[src/rtl/axis_pattern_gen.sv]
// ---------------------------------------------------------------------------
// axis_pattern_gen
//
// AXI-Stream source that emits deterministic, self-describing byte-pattern
// packets. Byte k of packet p in a run carries (k + p) mod 256, so a sink can
// check ordering, loss and duplication from the received data alone.
//
// Ports
//   aclk, arst        clock (rising edge) and synchronous active-high reset
//   enable            level-sensitive start / continue
//   pkt_len           packet length in bytes (0 behaves as 1), latched in IDLE
//   pkt_count         packets per run (0 = until enable drops), latched in IDLE
//   dest              TDEST for the run, latched in IDLE
//   busy              high from run start until the FSM returns to IDLE
//   done              one-cycle pulse at run end
//   dbg_state         current FSM state (0 IDLE, 1 SEND, 2 DONE)
//   m_axis_*          AXI-Stream master (tvalid/tready/tdata/tkeep/tlast/
//                     tuser/tdest)
//
// Handshake: a beat transfers on a rising edge where tvalid & tready are both
// high. Once tvalid is raised, tvalid and every payload signal stay constant
// until that transfer; only reset withdraws tvalid. tready may be high before
// tvalid. A new beat is loaded in the same cycle the previous one transfers,
// so back-to-back beats and packets need no bubble.
// ---------------------------------------------------------------------------
module axis_pattern_gen #(
    parameter int          BUS_WIDTH  = 2,
    parameter int          USER_WIDTH = 1,
    parameter int          DEST_WIDTH = 1,
    parameter int          RAND_VALID = 0,
    parameter logic [15:0] LFSR_SEED  = 16'hACE1
) (
    input  logic                   aclk,
    input  logic                   arst,
    input  logic                   enable,
    input  logic [15:0]            pkt_len,
    input  logic [15:0]            pkt_count,
    input  logic [DEST_WIDTH-1:0]  dest,
    output logic                   busy,
    output logic                   done,
    output logic [1:0]             dbg_state,
    output logic                   m_axis_tvalid,
    input  logic                   m_axis_tready,
    output logic [BUS_WIDTH*8-1:0] m_axis_tdata,
    output logic [BUS_WIDTH-1:0]   m_axis_tkeep,
    output logic                   m_axis_tlast,
    output logic [USER_WIDTH-1:0]  m_axis_tuser,
    output logic [DEST_WIDTH-1:0]  m_axis_tdest
);

    typedef enum logic [1:0] {
        ST_IDLE = 2'd0,
        ST_SEND = 2'd1,
        ST_DONE = 2'd2
    } state_t;

    state_t r_state;
    state_t w_next_state;

    // Run configuration latched in IDLE
    logic [15:0]            r_len;
    logic [15:0]            r_count;
    logic [DEST_WIDTH-1:0]  r_dest;

    // Pointer to the next beat to load: byte offset within the packet and
    // packet index within the run.
    logic [15:0]            r_byte;
    logic [15:0]            r_pkt;

    logic [15:0]            r_lfsr;

    // Registered AXIS outputs
    logic                   r_tvalid;
    logic [BUS_WIDTH*8-1:0] r_tdata;
    logic [BUS_WIDTH-1:0]   r_tkeep;
    logic                   r_tlast;
    logic                   r_tfirst;

    logic                   w_hs;
    logic                   w_run_end;
    logic                   w_throttle;
    logic                   w_load;
    logic                   w_lfsr_fb;
    logic [BUS_WIDTH*8-1:0] w_beat_data;
    logic [BUS_WIDTH-1:0]   w_beat_keep;
    logic                   w_beat_last;
    logic                   w_beat_first;

    // Fibonacci LFSR, taps 16,14,13,11
    assign w_lfsr_fb  = r_lfsr[15] ^ r_lfsr[13] ^ r_lfsr[12] ^ r_lfsr[10];
    assign w_throttle = (RAND_VALID == 0) || r_lfsr[0];

    assign w_hs = r_tvalid && m_axis_tready;

    // A run ends only at a tlast transfer: either the programmed count has
    // been reached (r_pkt was bumped when the last beat was loaded, so it
    // already holds the post-increment index) or enable has dropped.
    assign w_run_end = (r_state == ST_SEND) && w_hs && r_tlast &&
                       (((r_count != 16'd0) && (r_pkt == r_count)) || !enable);

    // Load a new beat when the output register is empty or is being emptied
    // this cycle; the throttle only gates fresh beats, never a held one.
    assign w_load = (r_state == ST_SEND) && (!r_tvalid || w_hs) &&
                    !w_run_end && w_throttle;

    // Build the beat at the load pointer
    always_comb begin : beat_build
        logic [16:0] v_k;
        w_beat_data = '0;
        w_beat_keep = '0;
        v_k         = '0;
        for (int i = 0; i < BUS_WIDTH; i++) begin
            v_k = {1'b0, r_byte} + 17'(i);
            if (v_k < {1'b0, r_len}) begin
                w_beat_keep[i]       = 1'b1;
                w_beat_data[i*8 +: 8] = v_k[7:0] + r_pkt[7:0];
            end
        end
    end

    // 17-bit compare so a 65535-byte packet cannot wrap the sum
    assign w_beat_last  = ({1'b0, r_byte} + 17'(BUS_WIDTH)) >= {1'b0, r_len};
    assign w_beat_first = (r_byte == 16'd0);

    // ---------------- FSM: state register ----------------
    always_ff @(posedge aclk) begin
        if (arst) begin
            r_state <= ST_IDLE;
        end else begin
            r_state <= w_next_state;
        end
    end

    // ---------------- FSM: next state ----------------
    always_comb begin
        w_next_state = r_state;
        case (r_state)
            ST_IDLE: if (enable)    w_next_state = ST_SEND;
            ST_SEND: if (w_run_end) w_next_state = ST_DONE;
            ST_DONE: w_next_state = ST_IDLE;
            default: w_next_state = ST_IDLE;
        endcase
    end

    // ---------------- FSM: outputs ----------------
    always_comb begin
        busy      = (r_state != ST_IDLE);
        done      = (r_state == ST_DONE);
        dbg_state = r_state;
    end

    // ---------------- Datapath ----------------
    always_ff @(posedge aclk) begin
        if (arst) begin
            r_len    <= 16'd1;
            r_count  <= '0;
            r_dest   <= '0;
            r_byte   <= '0;
            r_pkt    <= '0;
            r_lfsr   <= LFSR_SEED;
            r_tvalid <= 1'b0;
            r_tdata  <= '0;
            r_tkeep  <= '0;
            r_tlast  <= 1'b0;
            r_tfirst <= 1'b0;
        end else begin
            r_lfsr <= {r_lfsr[14:0], w_lfsr_fb};
            case (r_state)
                ST_IDLE: begin
                    if (enable) begin
                        r_len   <= (pkt_len == 16'd0) ? 16'd1 : pkt_len;
                        r_count <= pkt_count;
                        r_dest  <= dest;
                        r_byte  <= '0;
                        r_pkt   <= '0;
                    end
                end
                ST_SEND: begin
                    if (w_hs) begin
                        r_tvalid <= 1'b0;
                        r_tdata  <= '0;
                        r_tkeep  <= '0;
                        r_tlast  <= 1'b0;
                        r_tfirst <= 1'b0;
                    end
                    if (w_load) begin
                        r_tvalid <= 1'b1;
                        r_tdata  <= w_beat_data;
                        r_tkeep  <= w_beat_keep;
                        r_tlast  <= w_beat_last;
                        r_tfirst <= w_beat_first;
                        if (w_beat_last) begin
                            r_byte <= '0;
                            r_pkt  <= r_pkt + 16'd1;  // wraps silently
                        end else begin
                            r_byte <= r_byte + 16'(BUS_WIDTH);
                        end
                    end
                end
                default: ;
            endcase
        end
    end

    assign m_axis_tvalid = r_tvalid;
    assign m_axis_tdata  = r_tdata;
    assign m_axis_tkeep  = r_tkeep;
    assign m_axis_tlast  = r_tlast;
    assign m_axis_tdest  = r_dest;

    always_comb begin
        m_axis_tuser    = '0;
        m_axis_tuser[0] = r_tfirst;
    end

endmodule

[config.mk]
export PLATFORM = sky130hd
export DESIGN_NAME = axis_pattern_gen
export DESIGN_NICKNAME = d
export VERILOG_FILES = /design/src/rtl/axis_pattern_gen.sv
export SDC_FILE = /design/constraint.sdc
export NUM_CORES = 1
export LEC_CHECK = 0
export ABC_AREA = 0
export CAP_MARGIN = 5
export CORE_MARGIN = 10
export CORE_UTILIZATION = 44
export DETAILED_ROUTE_END_ITERATION = 7
export PLACE_DENSITY = 0.66
export SETUP_SLACK_MARGIN = 0.02
export SLEW_MARGIN = 25
export SYNTH_ARGS = -nofsm -noshare
export SYNTH_HDL_FRONTEND = slang
export SYNTH_SLANG_ARGS = --single-unit
[constraint.sdc]
create_clock -name aclk -period 4.15 [get_ports aclk]
set_input_delay 0.415 -clock aclk [delete_from_list [all_inputs] [get_ports aclk]]
set_output_delay 0.415 -clock aclk [all_outputs]
set_load 0.1 [all_outputs]
==> impl_metrics.tcl <==
set metrics [dict create \
    synth_sequential_area_ratio_pct 31.76 \
    worst_setup_sp "r_byte[1]$_SDFFE_PP0P_" \
    hold_viol_final 0 \
    ys_async_sr_fraction_pct 0 \
    synthesis.instances 650 \
    antenna_cells 0 \
    post_synth_design_cell_area_um2 5484 \
    p_per_area_nw_per_um2 312.4 \
    vias 4901 \
    critical_path.slowest_cell "dfxtp_1" \
    yosys.area.top_type "dfxtp_1" \
    yosys-mux-area-fraction_pct 0.1825 \
    globalRouteOverflowTotal 0 \
    maxClockFrequency_mhz 260.3 \
    switching_share_pct 30.15 \
    ys_ff_latch 87 \
    timing.final.crit_period_ps 3842 \
    fin_area_um2 6456 \
    post-synth-top-area-fraction_pct 31.76 \
    critical_path.max_stage_delay_ps 530 \
    clock_insertion_delay_worst_skew_ps 350 \
    postSynth.topFlopCell "dfxtp_1" \
    drt_iter0_drc 319 \
    flow.area_growth_from_synthesis_pct 17.73 \
    wire_per_inst_um 17.58 \
    grt_antenna_before_repair 0 \
    synth_top_cells_by_area "dfxtp_1 32%, ha_1 13%, nand2_1 7.0%, a21oi_1 5.0%, xor2_1 3.8%" \
    worst_hold_slack_across_all_endpoints_ps 456.0 \
    xor_and_xnor_fraction_of_the_mapped_netlist_area_pct 6.229 \
    finalWeightedCongestion 0.9029 \
    ctsResizeCount 0 \
    clock_tree.buffer_depth 2 \
    critical_path_startpoint_category "flop" \
    cts.hold.buffers_added 0 \
    post_synth_num_cell_types 65 \
    synth_top_family_by_area "compound AO/OA/AOI/OAI gates" \
    setup_viol 0 \
    worst_vdd_drop_uv 213.0 \
    dp_hpwl_um 11600 \
    setup.worst_path.class "reg -> reg" \
    ys_top_cells_by_count "102 x nand2_1, 87 x dfxtp_1, 58 x ha_1, 55 x a21oi_1" \
    rsz0062_at_grt "no" \
    grt_pass1_vias 4919 \
    detailedRoute.firstPassIterationCount 4 \
    ioPinCount 63 \
    synthesis.nets 746 \
    core.rowCount 40 \
    fp.dieW_um 131.6 \
    post_route_cells_drive_above_1_share_pct 6.906 \
    tightest_slew_ps 987.4 \
    finClkSkew_ps 10.35 \
    cts_buffers 9 \
    die-area_um2 17330 \
    min-delay-start "r_len[12]$_SDFFE_PP0P_" \
    layout_worst_path_cycle_share_pct 92.58 \
    detail_route.wirelength_um 15170 \
    filler_cell_count 1158 \
    grt_start_max_net_pins 51 \
    placement.io_buffers 62 \
    clockRootBuffer "clkbuf_16" \
    synth-simple-area-share_pct 21.20 \
    finish.utilization_pct 53.31 \
    dpl_cell_area_um2 6178 \
    sequentialPowerShare_pct 44.0 \
    grt_pass1_wl_um 24750 \
    max-cap-violations 0 \
    syn_avg_cell_area_um2 8.437 \
    relSlewSlack_pct 33.97 \
    tritoncts_clock_tree "yes" \
    power.clock.fraction_pct 37.7 \
    synth_enable_flop_cells 0 \
    worstPathCellList "ha_1 -> nand3_1 -> inv_1 -> nand3_1 -> nor3_2 -> xor2_1 -> ha_1 -> nand2_1 -> o21ai_1 -> a2111oi_2 -> a211oi_1 -> nor3_2 -> buf_4 -> nand2_1 -> o31ai_1" \
    clkSlewWorstSetupHoldPaths_ps 70 \
    final_antenna_net_count 0 \
    worstPathRequired_ps 4400 \
    cts_sinks 87 \
    die_y_um 131.6 \
    finalNetCount 787 \
    status "finished, final reports clean" \
    power.internal_uw 1409 \
    timing.critical_path.max_delay_family "simple AND/OR/NAND/NOR gates" \
    timing.critical_path.fanout_max 10 \
    clock_tree.htree_level_count 3 \
    cp.buffers_inverters 2 \
    r2r_start "r_byte[1]$_SDFFE_PP0P_" \
    power_leakage_uw 0.002762 \
    critPathCaptureType "flop" \
    arrival_ps 4100 \
    route.detailed.drc 0 \
    slew_violations 0 \
    yosysWarningCount 0 \
    initial_standard_cell_utilization_of_the_core_pct 45.28 \
    setup_tns_ps 0 \
    avgViaCountPerCell 5.679 \
    synth_compound_gate_area_share_pct 21.86 \
    coreArea_um2 12110 \
    yosys.area_share.adder_pct 13.60 \
    cts_post_setup_buffers_inserted 0 \
    power_frac_comb_pct 18.3 \
    hp_class "reg -> reg" \
    yosysMostFrequentCell "nand2_1" \
    net-switching-power_uw 608.2 \
    grt_usage_pct 17.14 \
]
==> power groups by stage <==
stage               sequential (uW)  combinational, uW  clock (uW)
global placement                905                360           0
detailed placement              907                367           0
CTS                             888                368         774
global route                    891                401         807
finish                          887                369         761
floorplan                       954                202           0
==> metrics by stage <==
stage               total power [uW]  setup slack, ps  std cells
finish                          2017            307.9        863
detailed placement              1273            278.5        848
global placement                1265            487.6        848
floorplan                       1156            927.1        650
global route                    2099            36.34        863
CTS                             2031            234.1        863
==> flip-flops by register name (all words and copies together), names as in the netlist <==
signal / count
dbg_state: 2
r_byte: 15
m_axis_tvalid: 1
r_pkt: 16
m_axis_tdest: 1
r_count: 16
m_axis_tuser: 1
r_len: 16
m_axis_tkeep: 2
m_axis_tlast: 1
m_axis_tdata: 16
==> worst register-to-register path: cells and delay by family, from the launching register on <==
| family | cells | cell delay (ps) |
|---|---|---|
| and+or+nand+nor | 6 | 1130 |
| adders and majority gates | 2 | 540 |
| buffers and inverters | 2 | 280 |
| xor gates and xnor gates | 1 | 240 |
| DFF | 1 | 530 |
| AOI/OAI and AO/OA | 4 | 1020 |
==> final cells by class <==
class / count / area (um^2) / share of cell area [%]
multi-input combinational: 498 / 3466 / 53.68
sequential: 87 / 1742 / 26.98
inverter: 26 / 97.59 / 1.512
tap: 168 / 210.2 / 3.256
timing repair buffer: 69 / 668.1 / 10.35
clock inverter: 5 / 33.78 / 0.5233
clock buffer: 10 / 239.0 / 3.702
==> cell usage in the layout, fill, tap and decap left out, types with 7 or more instances in the layout <==
cell / n
nand4_1: 10
nor2_1: 25
dfxtp_1: 87
buf_4: 7
inv_1: 26
ha_1: 58
xor2_1: 24
o21ai_0: 24
nand2_1: 102
clkdlybuf4s50_1: 61
xnor2_1: 15
and3_1: 10
nand3_1: 21
nor4_1: 18
a21o_1: 15
a32o_1: 15
o22a_1: 10
a21oi_1: 55
clkbuf_16: 9
==> metal layers <==
metal / vias to the layer above / share of wire [%] / GRT usage (%) / wire length (um)
met5: - / 0 / 0 / 0
met1: 2352 / 45 / 20.45 / 6759
met4: 0 / 1.6 / 6.304 / 237
met3: 18 / 5.3 / 3.925 / 804
li1: 2416 / - / - / -
met2: 115 / 49 / 29.31 / 7373
==> worst paths after layout <==
check / end / slack [ps] / cells after the start
worst min register to register: r_len[12]$_SDFFE_PP0P_ / 460 / 2
worst max register to register: r_byte[4]$_SDFFE_PP0P_ / 310 / 15
worst min-delay path: r_len[12]$_SDFFE_PP0P_ / 460 / 2
worst max-delay path: r_byte[4]$_SDFFE_PP0P_ / 310 / 15
==> logic make-up after synthesis <==
kind of cell / Yosys count
AO/OA/AOI/OAI: 170
flip-flops: 87
AND/OR/NAND/NOR: 229
XOR/XNOR: 39
buffers and inverters: 65
multiplexers: 1
adder cells (fa/ha/maj): 59
(Power assumes the default switching activity.)
